## config.mk

```make
export PLATFORM = sky130hd
export DESIGN_NAME = pc_sel_unit
export DESIGN_NICKNAME = d
export VERILOG_FILES = /design/src/rtl/pc_sel_unit.sv
export SDC_FILE = /design/constraint.sdc
export NUM_CORES = 1
export LEC_CHECK = 0
export BUFFER_PORTS_ARGS = -buffer_cell sky130_fd_sc_hd__buf_2
export CAP_MARGIN = 20
export CORE_MARGIN = 4
export CORE_UTILIZATION = 51
export DETAILED_ROUTE_END_ITERATION = 10
export HOLD_SLACK_MARGIN = 0.1
export PLACE_DENSITY = 0.88
export SYNTH_ARGS = -nofsm -noshare
export SYNTH_HDL_FRONTEND = slang
export SYNTH_SLANG_ARGS = --single-unit
```

## constraint.sdc

```tcl
create_clock -name clk -period 2.7 [get_ports clk]
set_clock_uncertainty 0.05 [all_clocks]
set_input_delay 0.135 -clock clk [delete_from_list [all_inputs] [get_ports clk]]
set_output_delay 0.135 -clock clk [all_outputs]
set_load 0.05 [all_outputs]
```

## src/rtl/pc_sel_unit.sv

```systemverilog
// rtl/pc_sel_unit.sv - next-PC select with PC register, stall hold and redirect buffering
//
// Purpose: IF-stage PC register plus next-PC selection among exception vector,
//   ID-stage branch target, jump target, register jump and sequential PC.
//   A redirect that arrives during a stall is buffered and applied when the stall drops.
//   The optional redirect counter is built only when PC_SEL_PERF_EN is defined.
// Ports:
//   clk, reset            clock (rising edge), asynchronous active-high reset
//   stall                 hold PC (exceptions still load)
//   beq_taken, bne_taken  branch taken in ID, target br_target
//   jump, j_target        j/jal in ID
//   jr, jr_target         register jump in ID
//   exc                   exception request, loads EXC_VECTOR
//   pc                    current PC (registered)
//   pc_plus4              pc + PC_STEP (combinational)
//   redirect              1-cycle pulse after a non-sequential load (flush IF/ID)
//   misalign              1-cycle pulse when the loaded target had addr[1:0] != 0
//   pending               a redirect is buffered waiting for the stall to drop
//   redirect_cnt          saturating count of non-sequential loads (PC_SEL_PERF_EN)

module pc_sel_unit #(
  parameter int              XLEN         = 32,
  parameter int              PC_STEP      = 4,
  parameter logic [XLEN-1:0] RESET_VECTOR = '0,
  parameter logic [XLEN-1:0] EXC_VECTOR   = XLEN'('h80)
`ifdef PC_SEL_PERF_EN
  ,
  parameter int              CNT_W        = 16
`endif
) (
  input  logic            clk,
  input  logic            reset,
  input  logic            stall,
  input  logic            beq_taken,
  input  logic            bne_taken,
  input  logic [XLEN-1:0] br_target,
  input  logic            jump,
  input  logic [XLEN-1:0] j_target,
  input  logic            jr,
  input  logic [XLEN-1:0] jr_target,
  input  logic            exc,
  output logic [XLEN-1:0] pc,
  output logic [XLEN-1:0] pc_plus4,
  output logic            redirect,
  output logic            misalign,
  output logic            pending
`ifdef PC_SEL_PERF_EN
  ,
  output logic [CNT_W-1:0] redirect_cnt
`endif
);

  logic            cand_valid;
  logic [XLEN-1:0] cand_target;
  logic            load_valid;
  logic [XLEN-1:0] load_target;
  logic [XLEN-1:0] buf_target;

  assign pc_plus4 = pc + XLEN'(PC_STEP);

  // ID-stage redirect candidate, highest priority first
  always_comb begin
    cand_valid  = 1'b1;
    cand_target = pc;
    if (beq_taken || bne_taken) begin
      cand_target = br_target;
    end else if (jump) begin
      cand_target = j_target;
    end else if (jr) begin
      cand_target = jr_target;
    end else begin
      cand_valid = 1'b0;
    end
  end

  // Non-sequential load this edge. A buffered target is older than any
  // candidate presented in the same cycle, so it wins and the new one drops.
  always_comb begin
    load_valid  = 1'b0;
    load_target = pc;
    if (exc) begin
      load_valid  = 1'b1;
      load_target = EXC_VECTOR;
    end else if (!stall) begin
      if (pending) begin
        load_valid  = 1'b1;
        load_target = buf_target;
      end else if (cand_valid) begin
        load_valid  = 1'b1;
        load_target = cand_target;
      end
    end
  end

  always_ff @(posedge clk or posedge reset) begin
    if (reset) begin
      pc         <= RESET_VECTOR;
      redirect   <= 1'b0;
      misalign   <= 1'b0;
      pending    <= 1'b0;
      buf_target <= '0;
    end else begin
      redirect <= load_valid;
      misalign <= load_valid && (load_target[1:0] != 2'b00);

      if (load_valid) begin
        pc <= {load_target[XLEN-1:2], 2'b00};
      end else if (!stall) begin
        pc <= pc_plus4;
      end

      // Buffer is consumed on any unstalled cycle and flushed by an exception;
      // during a stall only the first redirect is captured.
      if (exc || !stall) begin
        pending <= 1'b0;
      end else if (!pending && cand_valid) begin
        pending    <= 1'b1;
        buf_target <= cand_target;
      end
    end
  end

`ifdef PC_SEL_PERF_EN
  always_ff @(posedge clk or posedge reset) begin
    if (reset) begin
      redirect_cnt <= '0;
    end else if (load_valid && (redirect_cnt != {CNT_W{1'b1}})) begin
      redirect_cnt <= redirect_cnt + 1'b1;
    end
  end
`endif

endmodule

```

==> results.toml <==
[outcome]
status = "finished, final reports clean"

[cts]
clkSinkCount = 65
clockBufferDepth = 2
cts_made_buffers = 9
cts_root_buffer = "clkbuf_8"
cts_max_level = 3
clkTransAtPathRegs_ps = 80
cts_tree = "built"
clk_latency_ps = 360

[worst_setup_path]
critPathSlowestCell = "dfrtp_1"
end_kind = "output port"
rr_endpoint = "pc[29]$_DFFE_PP0P_"
path_cells = "nand2_1, nor4_2, nand4b_1, nor2_1, xnor2_1, buf_2"
cpLargestDelayFamily = "simple AND/OR/NAND/NOR gates"
start_kind = "flop"
max_stage_delay_ps = 480
required_ps = 2520
crit_type = "flop to output port"
reg2reg_from = "pc[14]$_DFFE_PP0P_"
regToRegSetupSlack_ps = 470
cp_max_fo = 7
cp.arrival_ps = 2460
cp_num_buf_inv = 1
reg2regPathDepth = 6

[global_route]
grt_overflow = 0
grt_pass1_vias = 5162
antenna_found_initial = 0
grt_usage = 0.318
grt_max_degree = 36
grt_pass1_wl_um = 27900

[timing]
finalMaxSlewViolations = 0
timing.final.crit_share = 0.979
period_needed_ps = 2640
rsz0062_at_grt = "no"
hold_viol = 0
worstMarginPinSlew_ps = 765
tns_ps = 0
setup-violations-final = 0
holdWs_ps = 113
setup_ws_ps = 57.5
slew_headroom = 0.489
max_freq_mhz = 378

[power]
p_sw_mw = 1.25
seqPwrFrac = 0.403
swShare = 0.410
irDropWorstVdd_v = 0.000242
p_int_mw = 1.80
power_density_nw_per_um2 = 492
p_comb_frac = 0.346
leakagePower_nw = 2.99
power_frac_clock = 0.250

[hold_path]
holdPathStages = 3
min_path_type = "input port to flop"
min_to = "buf_target[27]$_DFFE_PP0P_"
hold_start = "br_target[27]"

[run]
timing.max_cap.violations = 0

[layout]
mostFrequentLayoutCells = "buf_2, dfrtp_1, nand2_1"
nNetsFinal = 833
drive_gt1_frac = 0.381
layout_commonest_cell = "buf_2"
final_area_um2 = 6210
area.growth.synth_to_final_pct = 28.2
fillers = 776
antenna_cells = 0

[detailed_routing]
wl_per_cell_um = 20.9
drt-total-wl_um = 18000
vias_per_cell = 6.33
first_iter_violations = 492
drtPass1Iterations = 6
via_count = 5458
drc = 0
ant_nets = 0

[place]
place_area_um2 = 5940
place_congestion = 0.945
dp_slack_ps = 340
hpwl_um = 13600
port_buffers = 166

[synth]
netlist_area_um2 = 4850
yosys_warnings = 0
yosysUniqueCellTypes = 73
synth_edf_count = 0
synth-seq-cells = 65
yosysSeqAreaShare = 0.336
syn_inst = 561
synthArstFlopShare = 1.00
syn_avg_cell_area_um2 = 8.64
ys_dominant_reg_cell = "dfrtp_1"

[floorplanning]
die-area_um2 = 11100
initial_utilization = 0.525
die_w_um = 105
rows = 35
die_h_um = 105
core-area_um2 = 9240
pin_count = 171
==> worst max path at each step <==
stage,slack [ps],to,cells after the start,start
2_1_floorplan,-30,pc_plus4[13],5,pc[5]$_DFFE_PP0P_
3_3_place_gp,390,pc_plus4[31],5,pc[5]$_DFFE_PP0P_
3_5_place_dp,340,pc_plus4[31],5,pc[5]$_DFFE_PP0P_
4_1_cts,40,pc_plus4[31],5,pc[5]$_DFFE_PP0P_
5_1_grt,3,pc_plus4[31],5,pc[9]$_DFFE_PP0P_
6_report,60,pc_plus4[29],6,pc[14]$_DFFE_PP0P_
==> sequential cells by signal (all words and copies together), names as in the netlist <==
signal and flops:
redirect 1, pc 30, buf_target 32, pending 1, misalign 1
==> repair_timing <==
item / in CTS / in global routing
resized for setup: 4 / 2
pin swaps: 1 / 2
setup endpoints to repair: 5 / 2
setup buffers: 1 / 3
hold buffers: 6 / 0
endpoints found under the hold margin: 35 / 0
==> cells in the mapped netlist, drive strengths merged (2+ instances only) <==
cell type,count,share of area
dfrtp,65,0.34
nand2,61,0.048
nor2,49,0.043
o21ai,48,0.051
clkbuf,34,0.029
mux2,25,0.058
xnor2,20,0.036
a21oi,19,0.020
nand3,19,0.021
a221oi,17,0.031
buf,17,0.023
mux2i,15,0.031
o211ai,12,0.019
inv,11,0.0085
and3,10,0.013
nor4,10,0.017
nor3,9,0.014
o221ai,9,0.016
a211oi,8,0.012
a21o,8,0.012
o22ai,8,0.010
xor2,8,0.014
nor2b,7,0.0090
a22oi,6,0.0093
nand4,6,0.011
a221o,5,0.010
or4,5,0.0088
a211o,4,0.0072
a2bb2oi,4,0.0072
o311ai,4,0.0072
a32oi,3,0.0054
and4,3,0.0057
o31a,3,0.0054
o31ai,3,0.0046
nand2b,2,0.0026
nand4b,2,0.0036
o2111ai,2,0.0036
o221a,2,0.0046
or2,2,0.0026
==> worst register-to-register path: cells and delay by family (launching register included) <==
kind	cells	cell delay, ps
buffers and inverters	1	210
flip-flops	1	480
AND/OR/NAND/NOR	3	940
AO/OA/AOI/OAI	2	450
==> layer usage <==
metal	track usage	share of wire	vias to the layer above
met5	0	0	-
met4	0.0897	0.022	0
met3	0.104	0.13	43
met2	0.487	0.45	412
met1	0.432	0.40	2570
li1	-	-	2433
==> metrics by stage <==
| stage | util | instances | power, mW |
|---|---|---|---|
| floorplan | - | 564 | 1.95 |
| global placement | 0.643 | 836 | 2.25 |
| detailed placement | 0.643 | 836 | 2.28 |
| CTS | 0.669 | 859 | 3.03 |
| global route | 0.672 | 862 | 3.19 |
| finish | 0.672 | 862 | 3.06 |
==> power by group through the flow <==
stage	clock network, mW	logic (mW)	registers [mW]
5_1_grt	0.816	1.12	1.25
4_1_cts	0.756	1.04	1.23
3_5_place_dp	0	1.04	1.25
3_3_place_gp	0	1.01	1.23
6_report	0.764	1.06	1.23
2_1_floorplan	0	0.595	1.36
==> final cells by class <==
type,count,area (µm²),area share
multi-input combinational,437,3060,0.493
sequential,65,1630,0.263
timing repair buffer,204,1150,0.184
tap,129,161,0.0260
clock buffer,9,124,0.0199
clock inverter,7,47.5,0.00765
inverter,11,41.3,0.00665
==> cells by family (layout without fill, tap and decap cells) <==
logic type      Yosys count  in the layout  synth area share
compound gates          173            173             0.251
xor+xnor                 28             28            0.0506
fa+ha+maj                 1              1           0.00258
buf+inv                  62            231            0.0599
flops                    65             65             0.336
mux                      40             40            0.0891
other cells               1              4          0.000774
simple gates            191            191             0.211
Power figures use the tool's default switching activity.
